File: src/rtl/clk_mon_pkg.sv
// Shared types and helpers for the divided-clock ratio monitors.
package clk_mon_pkg;

    typedef enum logic [1:0] {
        IDLE    = 2'd0,
        ACQUIRE = 2'd1,
        CHECK   = 2'd2,
        LOCKED  = 2'd3
    } state_t;

    typedef struct packed {
        logic [31:0] lo;
        logic [31:0] hi;
    } highBounds_t;

    // Acceptable high time: floor(divide/2)-tol .. ceil(divide/2)+tol, never below 1.
    function automatic highBounds_t highBounds(input int unsigned divide, input int unsigned tol);
        highBounds_t b;
        int unsigned half;
        half = divide / 32'd2;
        if (half >= tol + 32'd1) begin
            b.lo = half - tol;
        end else begin
            b.lo = 32'd1;
        end
        b.hi = (divide + 32'd1) / 32'd2 + tol;
        return b;
    endfunction

endpackage

File: src/rtl/clk_ratio_monitor_sync.sv
// Two-flop synchronizer with history flop; level and rise pulse are mutually aligned.
module sync_edge_detect (
    input  logic clk,
    input  logic reset,
    input  logic din,
    output logic level,
    output logic rise
);
    logic s1_r;
    logic s2_r;
    logic s3_r;
    logic rise_r;

    // Synchronize the asynchronous input and register its rising edge.
    always_ff @(posedge clk or posedge reset) begin
        if (reset) begin
            s1_r   <= 1'b0;
            s2_r   <= 1'b0;
            s3_r   <= 1'b0;
            rise_r <= 1'b0;
        end else begin
            s1_r   <= din;
            s2_r   <= s1_r;
            s3_r   <= s2_r;
            rise_r <= s2_r & ~s3_r;
        end
    end

    // s3 is one cycle behind s2, so it lines up with the registered rise.
    assign level = s3_r;
    assign rise  = rise_r;

endmodule

File: src/rtl/clk_ratio_monitor.sv
// Measures a divided clock against clkIn, asserts locked once the ratio is
// stable and latches a sticky fault on any deviation seen while locked.
module clk_ratio_monitor
    import clk_mon_pkg::*;
#(
    parameter int unsigned DIVIDE     = 32'd3,
    parameter int unsigned TOL        = 32'd0,
    parameter int unsigned LOCK_COUNT = 32'd4,
    parameter int unsigned CNT_W      = 32'd8
) (
    input  logic             clkIn,
    input  logic             reset,
    input  logic             enable,
    input  logic             divClk,
    input  logic             clearFault,
    output logic             edgeStrobe,
    output logic [CNT_W-1:0] periodOut,
    output logic [CNT_W-1:0] highOut,
    output logic             locked,
    output logic             fault
);
    localparam int unsigned GOOD_W = $clog2(LOCK_COUNT + 32'd1);
    localparam int unsigned PLO_I  = (DIVIDE > TOL) ? (DIVIDE - TOL) : 32'd0;
    localparam int unsigned PHI_I  = DIVIDE + TOL;
    localparam int unsigned TMO_I  = DIVIDE + TOL + 32'd1;
    localparam int unsigned LM1_I  = LOCK_COUNT - 32'd1;
    localparam highBounds_t HB     = highBounds(DIVIDE, TOL);

    localparam logic [CNT_W-1:0]  PERIOD_LO = PLO_I[CNT_W-1:0];
    localparam logic [CNT_W-1:0]  PERIOD_HI = PHI_I[CNT_W-1:0];
    localparam logic [CNT_W-1:0]  TIMEOUT   = TMO_I[CNT_W-1:0];
    localparam logic [CNT_W-1:0]  HIGH_LO   = HB.lo[CNT_W-1:0];
    localparam logic [CNT_W-1:0]  HIGH_HI   = HB.hi[CNT_W-1:0];
    localparam logic [CNT_W-1:0]  CNT_ZERO  = {CNT_W{1'b0}};
    localparam logic [CNT_W-1:0]  CNT_ONE   = {{(CNT_W-1){1'b0}}, 1'b1};
    localparam logic [CNT_W-1:0]  CNT_MAX   = {CNT_W{1'b1}};
    localparam logic [GOOD_W-1:0] GOOD_ZERO = {GOOD_W{1'b0}};
    localparam logic [GOOD_W-1:0] GOOD_ONE  = {{(GOOD_W-1){1'b0}}, 1'b1};
    localparam logic [GOOD_W-1:0] GOOD_LAST = LM1_I[GOOD_W-1:0];

    logic              divLevel_s;
    logic              divRise_s;
    logic              active_s;
    logic              periodGood_s;
    logic              highGood_s;
    logic              timeout_s;
    logic              measure_s;
    logic              good_s;
    logic              bad_s;
    logic              faultSet_s;

    state_t            state_r;
    logic [CNT_W-1:0]  periodCnt_r;
    logic [CNT_W-1:0]  highCnt_r;
    logic [GOOD_W-1:0] goodCnt_r;
    logic [CNT_W-1:0]  periodOut_r;
    logic [CNT_W-1:0]  highOut_r;
    logic              locked_r;
    logic              fault_r;

    sync_edge_detect u_sync (
        .clk   (clkIn),
        .reset (reset),
        .din   (divClk),
        .level (divLevel_s),
        .rise  (divRise_s)
    );

    // Classify the current cycle: measurement, timeout, good/bad and fault set.
    always_comb begin
        active_s     = enable && ((state_r == CHECK) || (state_r == LOCKED));
        periodGood_s = (periodCnt_r >= PERIOD_LO) && (periodCnt_r <= PERIOD_HI);
        highGood_s   = (highCnt_r >= HIGH_LO) && (highCnt_r <= HIGH_HI);
        timeout_s    = (state_r != IDLE) && !divRise_s && (periodCnt_r >= TIMEOUT);
        measure_s    = active_s && divRise_s;
        good_s       = measure_s && periodGood_s && highGood_s;
        bad_s        = (measure_s && !(periodGood_s && highGood_s)) || (active_s && timeout_s);
        faultSet_s   = bad_s && (state_r == LOCKED);
    end

    // Period and high-time counters; a timeout restarts the period window.
    always_ff @(posedge clkIn or posedge reset) begin
        if (reset) begin
            periodCnt_r <= CNT_ZERO;
            highCnt_r   <= CNT_ZERO;
        end else if (state_r == IDLE) begin
            periodCnt_r <= CNT_ZERO;
            highCnt_r   <= CNT_ZERO;
        end else begin
            if (divRise_s || timeout_s) begin
                periodCnt_r <= CNT_ONE;
            end else if (periodCnt_r != CNT_MAX) begin
                periodCnt_r <= periodCnt_r + CNT_ONE;
            end else begin
                periodCnt_r <= periodCnt_r;
            end
            if (divRise_s) begin
                highCnt_r <= CNT_ONE;
            end else if (divLevel_s && (highCnt_r != CNT_MAX)) begin
                highCnt_r <= highCnt_r + CNT_ONE;
            end else begin
                highCnt_r <= highCnt_r;
            end
        end
    end

    // Lock state machine with registered measurement, lock and sticky fault outputs.
    always_ff @(posedge clkIn or posedge reset) begin
        if (reset) begin
            state_r     <= IDLE;
            goodCnt_r   <= GOOD_ZERO;
            periodOut_r <= CNT_ZERO;
            highOut_r   <= CNT_ZERO;
            locked_r    <= 1'b0;
            fault_r     <= 1'b0;
        end else begin
            // Set wins over a simultaneous clear.
            fault_r <= faultSet_s | (fault_r & ~clearFault);
            if (measure_s) begin
                periodOut_r <= periodCnt_r;
                highOut_r   <= highCnt_r;
            end else begin
                periodOut_r <= periodOut_r;
                highOut_r   <= highOut_r;
            end
            if (!enable) begin
                state_r   <= IDLE;
                goodCnt_r <= GOOD_ZERO;
                locked_r  <= 1'b0;
            end else begin
                case (state_r)
                    IDLE: begin
                        state_r   <= ACQUIRE;
                        goodCnt_r <= GOOD_ZERO;
                        locked_r  <= 1'b0;
                    end
                    ACQUIRE: begin
                        goodCnt_r <= GOOD_ZERO;
                        locked_r  <= 1'b0;
                        if (divRise_s) begin
                            state_r <= CHECK;
                        end else begin
                            state_r <= ACQUIRE;
                        end
                    end
                    CHECK: begin
                        if (bad_s) begin
                            goodCnt_r <= GOOD_ZERO;
                            state_r   <= CHECK;
                            locked_r  <= 1'b0;
                        end else if (good_s && (goodCnt_r == GOOD_LAST)) begin
                            goodCnt_r <= goodCnt_r + GOOD_ONE;
                            state_r   <= LOCKED;
                            locked_r  <= 1'b1;
                        end else if (good_s) begin
                            goodCnt_r <= goodCnt_r + GOOD_ONE;
                            state_r   <= CHECK;
                            locked_r  <= 1'b0;
                        end else begin
                            state_r   <= CHECK;
                            locked_r  <= 1'b0;
                        end
                    end
                    LOCKED: begin
                        if (bad_s) begin
                            goodCnt_r <= GOOD_ZERO;
                            state_r   <= CHECK;
                            locked_r  <= 1'b0;
                        end else begin
                            state_r   <= LOCKED;
                            locked_r  <= 1'b1;
                        end
                    end
                    default: begin
                        state_r   <= IDLE;
                        goodCnt_r <= GOOD_ZERO;
                        locked_r  <= 1'b0;
                    end
                endcase
            end
        end
    end

    assign edgeStrobe = divRise_s;
    assign periodOut  = periodOut_r;
    assign highOut    = highOut_r;
    assign locked     = locked_r;
    assign fault      = fault_r;

endmodule
File: config.mk
export PLATFORM = sky130hd
export DESIGN_NAME = clk_ratio_monitor
export DESIGN_NICKNAME = d
export VERILOG_FILES = /design/src/rtl/clk_mon_pkg.sv /design/src/rtl/clk_ratio_monitor_sync.sv /design/src/rtl/clk_ratio_monitor.sv
export SDC_FILE = /design/constraint.sdc
export NUM_CORES = 1
export LEC_CHECK = 0
export ABC_AREA = 1
export ABC_CLOCK_PERIOD_IN_PS = 2000
export CORE_MARGIN = 10
export CORE_UTILIZATION = 35
export CTS_BUF_LIST = sky130_fd_sc_hd__clkbuf_16
export CTS_CLUSTER_SIZE = 8
export DETAILED_ROUTE_END_ITERATION = 10
export SLEW_MARGIN = 20
export SYNTH_ARGS = -nofsm -noshare
export SYNTH_HDL_FRONTEND = slang
export SYNTH_SLANG_ARGS = --single-unit
export TNS_END_PERCENT = 20
File: constraint.sdc
create_clock -name clkIn -period 2 [get_ports clkIn]
set_input_delay 0.2 -clock clkIn [delete_from_list [all_inputs] [get_ports clkIn]]
set_output_delay 0.2 -clock clkIn [all_outputs]
set_load 0.01 [all_outputs]
== Word-level counts from Yosys, hierarchy flattened ==
Index checks and enable logic that the tools add are counted.

* Add/subtract/negate cells: 3
* Multipliers: 0
* Div/mod/pow operators: 0
* Order comparisons: 5
* Eq/ne operators: 8
* Shifts and indexed selects: 0
* Mux-type cells: 23
* Bitwise logic cells: 5
* Reductions and logical operators: 25

{| class="wikitable"
|+ Operators with widths
! kind !! count
|-
| two-way mux 8 bit || 6
|-
| adder 8 x 1 -> 8 bit, second input constant || 2
|-
| less-or-equal comparator 8 x 2 -> 1 bit, second input constant || 2
|-
| inequality test 8 bit, second input constant || 2
|-
| two-way mux 3 bit || 5
|-
| logical AND 1 bit || 14
|-
| case mux 3 bit (3 select lines) || 1
|-
| >= comparator 8 x 1 -> 1 bit, second input constant || 1
|-
| >= comparator 8 x 2 -> 1 bit, second input constant || 1
|-
| >= comparator 8 x 3 -> 1 bit, second input constant || 1
|-
| case mux 2 bit (4 select lines) || 1
|-
| two-way mux 1 bit || 7
|-
| nonzero test 3 bit || 2
|-
| inequality test 5 x 4 -> 1 bit, second input constant || 1
|-
| == test 2 bit, second input constant || 2
|-
| two-way mux 2 bit || 2
|-
| adder 3 x 1 -> 3 bit, second input constant || 1
|-
| == test 3 x 2 -> 1 bit, second input constant || 1
|-
| logical OR 1 bit || 3
|-
| inequality test 3 bit, second input constant || 1
|-
| case mux 1 bit (3 select lines) || 1
|-
| AND 1 bit || 2
|-
| == test 2 x 1 -> 1 bit, second input constant || 1
|-
| logical NOT 1 bit || 2
|-
| 6 further kinds || 7
|}

* Register bits: 43
* Latch bits: 0
* RAM bits: 0
* ROM bits: 0
* Output and inout bits: 19
* Memories kept: 0

== Depth between registers and ports, before layout ==
* Word-level depth: 11
* Gate-level depth with buffers: 13
* Mapped depth without buffers: 13

== By module ==
From an unflattened synthesis, not the netlist that was laid out.

* Cells, all modules: 238
* Area total of the unflattened synthesis: 2085.8 um2

{| class="wikitable"
|+ By module, submodules not included
! module !! times used !! cells an instance !! area each (um2) !! seq. area each (um2)
|-
| clk_ratio_monitor || 1 || 231 || 1971.9 || 975.9
|-
| sync_edge_detect || 1 || 7 || 113.9 || 100.1
|}

== Worst setup path after synthesis ==
No wires, ideal clock.

* Path kind: reg2reg
* From: reg highCnt_r[1]
* To: reg goodCnt_r[0]
* Setup time: 0.117 ns
* Arrival: 1.384 ns
* Slack: 0.499 ns
* Stages on the path, launching flop included: 14
* Path buffers: 0
* Clock period less this slack: 1.501 ns
* Path through: dfrtp_1 inv_1 ha_1 inv_1 nand2_1 o21ai_0 nor2_1 nand3_1 nand2_1 nand2_1 nand2_1 inv_2 nand2_1 nand2_1

* Cells in the longest elaborated chain, start to end: 9
* Elaborated cells between the ends (all ways): 16

{| class="wikitable"
|+ RTL lines
! item !! line !! source
|-
| from (decl) || clk_ratio_monitor.sv:54 || <nowiki>logic [CNT_W-1:0] highCnt_r;</nowiki>
|-
| from (signal assigned) || clk_ratio_monitor.sv:100 || <nowiki>highCnt_r <= highCnt_r + CNT_ONE;</nowiki>
|-
| from (signal assigned) || clk_ratio_monitor.sv:102 || <nowiki>highCnt_r <= highCnt_r;</nowiki>
|-
| >= comparator 8 x 1 -> 1 bit / less-or-equal comparator 8 x 2 -> 1 bit (equally long branches) || clk_ratio_monitor.sv:73 || <nowiki>highGood_s = (highCnt_r >= HIGH_LO) && (highCnt_r <= HIGH_HI);</nowiki>
|-
| logical AND 1 bit (*) || clk_ratio_monitor.sv:73 ||
|-
| logical AND 1 bit || clk_ratio_monitor.sv:77 || <nowiki>bad_s = (measure_s && !(periodGood_s && highGood_s)) || (active_s && timeout_s);</nowiki>
|-
| logical NOT 1 bit || clk_ratio_monitor.sv:77 ||
|-
| logical AND 1 bit || clk_ratio_monitor.sv:77 ||
|-
| logical OR 1 bit || clk_ratio_monitor.sv:77 ||
|-
| two-way mux 3 bit || clk_ratio_monitor.sv:147 || <nowiki>if (bad_s) begin</nowiki>
|-
| case mux 3 bit (3 select lines) || clk_ratio_monitor.sv:131 || <nowiki>case (state_r)</nowiki>
|-
| two-way mux 3 bit || clk_ratio_monitor.sv:126 || <nowiki>if (!enable) begin</nowiki>
|-
| to (signal assigned) || clk_ratio_monitor.sv:152 || <nowiki>goodCnt_r <= goodCnt_r + GOOD_ONE;</nowiki>
|-
| to (signal assigned) || clk_ratio_monitor.sv:156 || <nowiki>goodCnt_r <= goodCnt_r + GOOD_ONE;</nowiki>
|-
| to (decl) || clk_ratio_monitor.sv:55 || <nowiki>logic [GOOD_W-1:0] goodCnt_r;</nowiki>
|}

Mark *: on every way between the ends. The rest lies on a longest branch, timed or not.
A chain may end at the register's enable or synchronous reset.

== Final worst setup path ==
* From: reg highCnt_r[1]
* To: reg goodCnt_r[2]

The elaborated chain is that of the path after synthesis.

==> results.md <==
- Aggregate global routing overflow: 0
- Result of the run: finished clean
- Register Area: approximately 1100 sq um
- Sort of element at the end of the critical path: flip-flop
- Global-route wire length before repair: around 7 mm
- Syn Std Cell Area: 1960 sq um
- Peak clock frequency supported by timing: roughly 570 MHz
- Gp weighted congestion: between 0.8 and 0.9
- Cell count after synthesis: roughly 230
- Sum of negative setup slack: 0 ps
- Drt pass-1 iters: 4
- Number of hold violations in the final report: 0
- Initial antenna violation count: 0
- Share of cells above drive strength 1: under 10%
- Int Pwr: 1500 uW
- Setup-failing EPs final: 0
- Min cycle time layout: 1740 ps
- Via count of the first global-routing pass: approximately 1500
- Io pins: 24
- CTS max path bufs: 2
- Post-route DRC violation count: 0
- Total routing resource utilization after global routing: about a tenth
- Slew Viols, Final: 0
- Distinct cell type count after synthesis: 24
- Per-cell routed wire length: approximately 12 um
- Max rail drop VDD: ~0.32 mV
- Most frequent cells in the layout: 54 x sky130_fd_sc_hd__nand2_1, 43 x sky130_fd_sc_hd__dfrtp_1, 31 x sky130_fd_sc_hd__inv_1
- Starting Density: 35.8%
- Most common cell after layout, fill and taps aside: sky130_fd_sc_hd__nand2_1
- Setup crit start kind: flip-flop
- Tcrit/Tclk final: slightly below 90%
- Die Wd: between 90 and 100 um
- Number of rows created at floorplan: 27
- Hold bufs inserted after CTS: 0
- Unrepaired setup endpoints after global routing: no
- Required time of the critical path: between 2000 and 2500 ps
- Sequential-to-total area share from yosys stat: a little over half
- Final design instance area without fill: 2470 sq um
- Initial drt markers: 86
- Area share of the largest cell type after synthesis: 54.8%
- Setup repair bufs after CTS: 0
- Yosys warnings: 0
- Ant. Diodes: 0
- Worst-skew pair later-pin latency: roughly 280 ps
- Root Buffer Master: sky130_fd_sc_hd__clkbuf_16
- Post_cts resized: 0
- Max-Cap Viols: 0
- Flip-flop and latch count after synthesis: between 40 and 50
- Layout fillers: roughly 570
- Number of nets in the final layout: roughly 280
- Combinational cell fraction of total power: roughly 14%
- Via density per instance: approximately 4.4
- Placement-stage cell area: between 2000 and 2500 sq um
- Maximum fanout along the worst path: 6
- Clock tree from TritonCTS: built
- Clock-pin slew reported for the worst setup and hold paths after clock tree synthesis: 60 ps
- Class of the most critical hold timing path: input port to async pin
- Critical path class: flip-flop to flip-flop
- Number of H-tree branching levels: 2
- Area taken by multi-input logic gates: approximately 740 sq um
- Largest area contributor in the netlist: sky130_fd_sc_hd__dfrtp_1
- Final WL: between 3 and 4 mm
- Half-perimeter wire length after detailed placement: 2.98 mm
- Die Span Y: between 90 and 100 um
- Total clock sinks: 43
- Area of the core: 5470 sq um
- Die outline area: between 9000 and 10000 sq um
- Number of buffers created by CTS: 5
- Static power due to leakage: 0.00119 uW
- Largest net degree at the start of global routing: 27
- Arrival time at the worst endpoint: 1910 ps
- Leading post-synthesis cells by cell area: sky130_fd_sc_hd__dfrtp_1 55%, sky130_fd_sc_hd__nand2_1 10%, sky130_fd_sc_hd__inv_1 5.9%
- Switching power share of the total: roughly 25%
- Average footprint of a synthesized cell: about 8.7 sq um
- Switching pwr: ~500 uW
- Count of buffers from port buffering: 23
- Origin of the critical flop-to-flop path: highCnt_r[1]
- Power density over cell area: 807 nW/um^2
- Post-Route Skew: 3.65 ps
- Number of routed nets with antenna violations: 0
- Clock Power Share: ~38%
- Share of power burned in registers: roughly half
- Synth-to-Final Area Change: 26.0%
- Vias: roughly 1500
- Critical path origin: highCnt_r[1]
[registers in the layout, summed over array words and instances (netlist names)]
signal	cells
fault	1
highCnt_r	8
periodOut	8
periodCnt_r	8
u_sync.rise	1
u_sync.s2_r	1
locked	1
state_r	2
u_sync.level	1
highOut	8
goodCnt_r	3
u_sync.s1_r	1
[power by group through the flow]
stage	sequential (uW)	combinational, uW	clock (uW)
5_1_grt	973	319	829
6_report	965	276	754
3_5_place_dp	980	282	0
2_1_floorplan	991	142	0
3_3_place_gp	978	281	0
4_1_cts	965	283	781
[critical path, cell delays in order (launching register included)]
cell and delay (ps):
sky130_fd_sc_hd__dfrtp_1 410, sky130_fd_sc_hd__inv_1 170, sky130_fd_sc_hd__ha_1 190, sky130_fd_sc_hd__inv_1 40
sky130_fd_sc_hd__nand2_1 50, sky130_fd_sc_hd__o21ai_0 70, sky130_fd_sc_hd__nor2_1 90, sky130_fd_sc_hd__nand3_1 80
sky130_fd_sc_hd__nand2_1 120, sky130_fd_sc_hd__nand2_1 90, sky130_fd_sc_hd__nand2_1 140, sky130_fd_sc_hd__inv_2 60
sky130_fd_sc_hd__nand2_1 60, sky130_fd_sc_hd__nand2_1 50
[stage by stage]
step	instances	utilization, %	setup WS, ps	hold slack, ps	power (uW)
after floorplan	230	-	499	231	1130
after global placement	328	42.7	354	334	1260
after detailed placement	328	42.7	282	338	1260
after CTS	336	45.2	270	92.0	2030
after global routing	336	45.2	35.4	98.9	2120
final	336	45.2	258	92.4	1990
[routing by layer]
layer | GRT usage, % | share of wire, % | vias to the layer above
met5 | 0 | 0 | -
met4 | 4.49 | 1.4 | 0
met3 | 3.09 | 6.8 | 4
met2 | 14.2 | 44 | 37
met1 | 12.5 | 48 | 668
li1 | - | - | 778
[path summary, 6_finish.rpt]
kind                                 to  slack [ps]  depth (start not counted)
max                        goodCnt_r[2]         260                         13
max in group asynchronous  highCnt_r[4]        1490                          3
min in group clkIn          u_sync.s2_r         350                          0
min                        goodCnt_r[0]          90                          2
min reg2reg                 u_sync.s2_r         350                          0
max reg2reg                goodCnt_r[2]         260                         13
[cells in the mapped netlist]
master and instances:
sky130_fd_sc_hd__dfrtp_1 43, sky130_fd_sc_hd__ha_1 8, sky130_fd_sc_hd__nand2_2 3, sky130_fd_sc_hd__nand2_1 54, sky130_fd_sc_hd__nand4_1 6, sky130_fd_sc_hd__a21oi_1 7, sky130_fd_sc_hd__clkbuf_1 2, sky130_fd_sc_hd__o21ai_4 1
sky130_fd_sc_hd__o21ai_0 5, sky130_fd_sc_hd__o21ai_1 16, sky130_fd_sc_hd__conb_1 1, sky130_fd_sc_hd__nand3_1 11, sky130_fd_sc_hd__nor3_1 5, sky130_fd_sc_hd__o22ai_1 1, sky130_fd_sc_hd__a31oi_1 1, sky130_fd_sc_hd__nor2_2 2
sky130_fd_sc_hd__inv_2 5, sky130_fd_sc_hd__o211ai_2 1, sky130_fd_sc_hd__clkinv_1 1, sky130_fd_sc_hd__or2_1 1, sky130_fd_sc_hd__xor2_1 2, sky130_fd_sc_hd__nor2_1 18, sky130_fd_sc_hd__buf_6 1, sky130_fd_sc_hd__inv_1 31
[final cells by class]
class                   count  area share [%]
flip-flops and latches     43            43.5
repair buffers             29            11.6
clock inverters             3           0.455
clock buffers               5            5.06
inverters                  37            5.62
multi-input cells         147            30.1
well taps                  72            3.64
[logic make-up after synthesis]
kind of cell,share of synthesized area [%]
simple gates,21.7
xor+xnor,0.893
flops,54.8
buf+inv,8.04
fa+ha+maj,5.10
other cells,0.191
compound gates,9.25
(Power assumes the default switching activity.)
